<file path="src/rtl/serial_subtractor.sv">
// Bit-serial A - B - BIN, LSB first, one full-subtractor cell.
// start/busy/done handshake; result and final borrow held until next start.
module serial_subtractor #(
  parameter int WIDTH = 8,
  parameter int CW    = $clog2(WIDTH)
) (
  input  logic             clk,
  input  logic             reset,
  input  logic             start,
  input  logic [WIDTH-1:0] a,
  input  logic [WIDTH-1:0] b,
  input  logic             borrow_in,
  output logic             busy,
  output logic             done,
  output logic [WIDTH-1:0] diff,
  output logic             borrow_out,
  output logic             serial_d,
  output logic             serial_valid
);

  typedef enum logic [1:0] {
    IDLE,
    RUN,
    DONE
  } state_t;

  state_t           state;
  state_t           nxt;
  logic [WIDTH-1:0] a_sr;
  logic [WIDTH-1:0] b_sr;
  logic             brw;
  logic [CW-1:0]    cnt;
  logic             d;
  logic             nb;
  logic             last;

  assign d    = a_sr[0] ^ b_sr[0] ^ brw;
  assign nb   = (~a_sr[0] & b_sr[0]) |
                (~(a_sr[0] ^ b_sr[0]) & brw);
  assign last = (cnt == CW'(WIDTH - 1));
  assign busy = (state == RUN);
  assign done = (state == DONE);

  always_ff @(posedge clk or posedge reset) begin
    if (reset) state <= IDLE;
    else       state <= nxt;
  end

  always_comb begin
    nxt = state;
    unique case (state)
      IDLE:    if (start) nxt = RUN;
      RUN:     if (last) nxt = DONE;
      DONE:    nxt = IDLE;
      default: nxt = IDLE;
    endcase
  end

  // The last bit's valid cycle coincides with DONE, where valid is low.
  always_ff @(posedge clk or posedge reset) begin
    if (reset) begin
      a_sr         <= '0;
      b_sr         <= '0;
      brw          <= 1'b0;
      cnt          <= '0;
      diff         <= '0;
      borrow_out   <= 1'b0;
      serial_d     <= 1'b0;
      serial_valid <= 1'b0;
    end else begin
      serial_valid <= 1'b0;
      unique case (state)
        IDLE: begin
          if (start) begin
            a_sr       <= a;
            b_sr       <= b;
            brw        <= borrow_in;
            cnt        <= '0;
            diff       <= '0;
            borrow_out <= 1'b0;
          end
        end
        RUN: begin
          diff         <= {d, diff[WIDTH-1:1]};
          a_sr         <= a_sr >> 1;
          b_sr         <= b_sr >> 1;
          brw          <= nb;
          serial_d     <= d;
          serial_valid <= ~last;
          if (last) borrow_out <= nb;
          else      cnt <= cnt + CW'(1);
        end
        default: ;
      endcase
    end
  end

endmodule

</file>
<file path="config.mk">
export PLATFORM = sky130hd
export DESIGN_NAME = serial_subtractor
export DESIGN_NICKNAME = d
export VERILOG_FILES = /design/src/rtl/serial_subtractor.sv
export SDC_FILE = /design/constraint.sdc
export NUM_CORES = 1
export LEC_CHECK = 0
export CAP_MARGIN = 15
export CORE_ASPECT_RATIO = 0.7
export CORE_UTILIZATION = 54
export DETAILED_ROUTE_END_ITERATION = 7
export HOLD_SLACK_MARGIN = 0.12
export PLACE_DENSITY = 0.86
export SYNTH_ARGS = -nofsm -noshare
export SYNTH_HDL_FRONTEND = slang
export SYNTH_SLANG_ARGS = --single-unit
</file>
<file path="constraint.sdc">
create_clock -name clk -period 2.81 [get_ports clk]
set_clock_uncertainty 0.05 [all_clocks]
set_input_delay 0.281 -clock clk [delete_from_list [all_inputs] [get_ports clk]]
set_output_delay 0.281 -clock clk [all_outputs]
set_load 0.01 [all_outputs]
</file>
**Word-level counts from Yosys, hierarchy flattened**

Index checks and enable logic that the tools add are counted.
W data, S select, Z words.

- Register bits after elaboration: 33
- Output and inout bits: 13
- Logic and storage cells: 48

- Add/subtract/negate cells: 1
- Equal/unequal tests: 6
- Muxes and demuxes: 18
- Bitwise gates (word level): 8
- Reductions and logical operators: 6

Operators by type and width:

| cell | count |
|---|---|
| $pmux W8 S2 | 3 |
| $mux W8 | 3 |
| $mux W3 | 2 |
| $pmux W3 S2 | 1 |
| $reduce_and A3 Y1 | 2 |
| $mux W1 | 4 |
| $mux W2 | 2 |
| $ne A2 B2 Y1 const B | 2 |
| $pmux W1 S2 | 2 |
| $pmux W2 S2 | 1 |
| $reduce_and A2 Y1 | 2 |
| $add A3 B1 Y3 const B | 1 |
| $eq A3 B3 Y1 const B | 1 |
| $not A1 Y1 | 3 |
| $and A1 B1 Y1 | 2 |
| $eq A2 B1 Y1 const B | 1 |
| $eq A2 B2 Y1 const B | 1 |
| $logic_not A2 Y1 | 1 |
| $ne A2 B1 Y1 const B | 1 |
| $reduce_bool A2 Y1 | 1 |
| $xor A1 B1 Y1 | 2 |
| $or A1 B1 Y1 | 1 |

**Logic depth before layout (Yosys ltp)**

- Depth in word-level cells: 6
- Mapped depth: 5
- Mapped depth without buffers: 4

**Worst setup path before layout**

OpenSTA, ideal clock, no wires.

- Kind: register -> register
- Start point: register cnt[0]
- End point: register cnt[0]
- Library setup time: 124 ps
- Arrival time: 1254 ps
- Slack: 1382 ps
- Cell stages (with the launch flop): 5
- Cells stage by stage: dfrtp_1 > ha_1 > ha_1 > and3_1 > a211o_1

- Cells in the longest elaborated chain, start to end: 3

RTL lines:

| what | RTL line | source |
|---|---|---|
| start, declared | 32 | `logic [CW-1:0] cnt;` |
| start signal, assigned | 91 | `else cnt <= cnt + CW'(1);` |
| $add A3 B1 Y3 / $eq A3 B3 Y1 (equally long branches) | 91, 40 |  |
| $mux W3 / $ne A2 B2 Y1 (equally long branches) | -- |  |
| $pmux W3 S2 / $reduce_and A3 Y1 (equally long branches) | -- |  |

Parallel ways exist; a longest one is shown, timed or not. The select of a mux whose other input is x is not followed.
A chain may end at the register's enable or synchronous reset.

**Worst setup path after layout**

- Start point: register state[1]
- End point: output port busy

- Cells in the longest elaborated chain, start to end: 1

RTL lines:

| what | RTL line | source |
|---|---|---|
| start, declared | 27 | `state_t state;` |
| start signal, assigned | 46 | `else state <= nxt;` |
| $eq A2 B1 Y1 | 41 | `assign busy = (state == RUN);` |
| end, declared | 13 | `output logic busy,` |

No other way between the ends.

==> flow_metrics.py <==
metrics = {
    "status": {
        "outcome": "completed",
    },
    "critical_path": {
        "critical_path_peak_fanout": 14,
        "critPathCaptureType": "output port",
        "timing.critical_path.required_ns": 2.48,
        "element_type_at_the_critical_path_start": "flop",
        "path_class": "flop to output port",
        "crit_path_max_incr_delay_ns": 0.58,
        "critPathArrivalTime_ns": 1.65,
        "path_cells": "nand2b_2, inv_2, clkdlybuf4s50_1",
        "cp_slowest_cell": "sky130_fd_sc_hd__clkdlybuf4s50_1",
    },
    "sta": {
        "layout_min_cycle_time_ns": 1.98,
        "worstMarginPinSlew_ns": 0.615,
        "hold_violations": 0,
        "timing.slew.headroom": 0.589,
        "timing.final.max_slew_violations": 0,
        "final.setup.tns_ns": 0,
        "rsz0062_at_grt": "false",
        "maxClockFrequency_mhz": 505,
        "setup_viol": 0,
        "final_period_utilization": 0.704,
    },
    "synth": {
        "post_synth_instance_area_mm2": 0.00161,
        "fraction_of_the_yosys_area_taken_by_sequential_cells": 0.512,
        "synthesis.nets": 166,
        "post_synth_num_cell_types": 28,
        "ys_seq_elements": 33,
        "async_flop_share": 1.00,
        "dominantRegCellSynth": "sky130_fd_sc_hd__dfrtp_1",
        "synthesis.instances": 142,
        "syn_avg_cell_area_um2": 11.4,
        "synth_enable_flop_cells": 0,
        "synth.yosys.warnings": 0,
    },
    "detailed_routing": {
        "routedWlPerCell_um": 15.2,
        "detail-route-antenna-nets": 0,
        "count_of_vias_placed_by_the_detailed_router": 1216,
        "routed_via_density": 5.79,
        "drt-total-wl_um": 3200,
        "detailed_router_s_first_iteration_violation_count": 88,
        "detailedRoute.firstPassIterationCount": 4,
        "post-route-drc-count": 0,
    },
    "pwr": {
        "powerDensity_mw_per_mm2": 1020,
        "ir_worst_vdd_uv": 782,
        "power.static_leakage_uw": 0.000907,
    },
    "clocking": {
        "tritoncts.num_buffers": 5,
        "cts_clk_pin_slew_worst_paths_ns": 0.06,
        "cts-root-to-sink-buffers": 2,
        "ctsHtreeMaxLevel": 2,
        "cts.sink_count": 33,
        "clkLatencyLatePin_ns": 0.28,
        "ctsRootBufferMaster": "sky130_fd_sc_hd__clkbuf_8",
        "tritoncts": "built",
        "quantity_of_gates_resized_following_cts": 0,
        "postCtsSetupBuffers": 0,
        "cts_hold_buf": 0,
    },
    "layout": {
        "post_route_core_utilization": 0.708,
        "mostFrequentLayoutCell": "sky130_fd_sc_hd__dfrtp_1",
        "flow.area_growth_from_synthesis_pct": 23.9,
        "final_net_count": 197,
        "stdcell_count": 210,
        "final_design_area_no_fill_mm2": 0.00200,
        "commonest_cells_after_routing_fill_and_taps_aside": "sky130_fd_sc_hd__dfrtp_1 (33), sky130_fd_sc_hd__clkdlybuf4s50_1 (32), sky130_fd_sc_hd__inv_1 (18)",
        "antennaDiodeCount": 0,
        "post_route_cells_drive_above_1_share": 0.0805,
    },
    "die": {
        "chipHeight_um": 47.7,
        "io_pins": 33,
        "fp.coreArea_mm2": 0.00282,
        "floorplan.die.width_um": 67.3,
        "overall_die_area_mm2": 0.00322,
        "initial_core_util": 0.572,
        "rows": 16,
    },
    "global_routing": {
        "globalRouteTotalUtil": 0.216,
        "grt_pass1_wl_um": 4820,
        "grt_antenna_before_repair": 0,
        "globalRoute.totalOverflow": 0,
        "grt_pass1_vias": 1051,
        "grt_max_degree": 34,
    },
    "place": {
        "globalplace.congestion": 0.749,
        "post-dp-hpwl_um": 2100,
        "dpl-instance-area_mm2": 0.00192,
        "numPlacedInstances": 202,
        "port_buffers": 32,
    },
    "worst_hold_path": {
        "timing.hold.worst.class": "input pin to async pin",
    },
    "run": {
        "cap_viol_max_count": 0,
    },
}
-- cell families after synthesis --
kind of cell / after synthesis / share of synthesized area
flip-flops: 33 / 0.512
AO/OA/AOI/OAI: 32 / 0.183
multiplexers: 1 / 0.00698
buffers and inverters: 31 / 0.100
AND/OR/NAND/NOR: 41 / 0.163
adder cells (fa/ha/maj): 4 / 0.0357
-- critical path: cells and delay by family (launching register included) --
kind / cells / cell delay, ns
buf+inv: 2 / 0.78
simple gates: 1 / 0.21
flops: 1 / 0.38
-- synth_stat cells, types with 2 or more instances --
cell type / count / area [µm²]
sky130_fd_sc_hd__buf_6: 4 / 45.0
sky130_fd_sc_hd__a222oi_1: 4 / 40.0
sky130_fd_sc_hd__a211o_1: 2 / 17.5
sky130_fd_sc_hd__ha_1: 3 / 37.5
sky130_fd_sc_hd__nor4b_1: 11 / 96.3
sky130_fd_sc_hd__nor2_1: 12 / 45.0
sky130_fd_sc_hd__buf_4: 2 / 15.0
sky130_fd_sc_hd__o221ai_1: 2 / 17.5
sky130_fd_sc_hd__nand3_1: 2 / 10.0
sky130_fd_sc_hd__and3b_1: 2 / 17.5
sky130_fd_sc_hd__inv_1: 18 / 67.6
sky130_fd_sc_hd__dfrtp_1: 33 / 826
sky130_fd_sc_hd__nand2b_1: 4 / 25.0
sky130_fd_sc_hd__buf_2: 6 / 30.0
sky130_fd_sc_hd__nor2b_1: 6 / 37.5
sky130_fd_sc_hd__a32o_1: 2 / 20.0
sky130_fd_sc_hd__a221oi_1: 11 / 96.3
sky130_fd_sc_hd__a22o_1: 8 / 70.1
-- flip-flops by register name, indices dropped and copies added, names as in the netlist --
name	count
a_sr	8
b_sr	8
diff	8
cnt	3
state	2
borrow_out	1
brw	1
serial_d	1
serial_valid	1
-- power breakdown --
group / switching (µW) / internal (µW) / total [µW]
combinational: 440 / 457 / 897
sequential: 117 / 689 / 807
clock: 164 / 176 / 339
-- final cells by class --
type	instances	area (µm²)
Fill cell	217	823
Inverter	19	71.3
Clock buffer	8	80.1
Multi-Input combinational cell	78	627
Sequential cell	33	826
Tap cell	36	45.0
Timing Repair Buffer	36	350
-- path summary, 6_finish.rpt --
path | from | endpoint | slack, ns | depth (start not counted)
max in group asynchronous | reset | b_sr[4] | 2.07 | 3
hold / removal | reset | serial_d | 0.34 | 3
hold reg to reg | a_sr[7] | a_sr[7] | 0.45 | 1
min in group clk | a_sr[7] | a_sr[7] | 0.45 | 1
setup reg to reg | state[0] | a_sr[3] | 1.19 | 3
setup / recovery | state[1] | busy | 0.83 | 3
-- metrics by stage --
step | total power, µW | setup WS, ns | hold slack, ns
after floorplan | 1440 | 1.38 | 0.360
after global placement | 1670 | 1.00 | 0.432
after detailed placement | 1720 | 0.990 | 0.438
after CTS | 2060 | 0.811 | 0.352
after global routing | 2190 | 0.775 | 0.404
final | 2040 | 0.832 | 0.343
-- routing by layer --
layer,wire length [µm],global-route usage
met5,0,0
met2,1510,0.326
met3,126,0.0571
met1,1500,0.291
met4,57,0.115
Power figures use the tool's default switching activity.
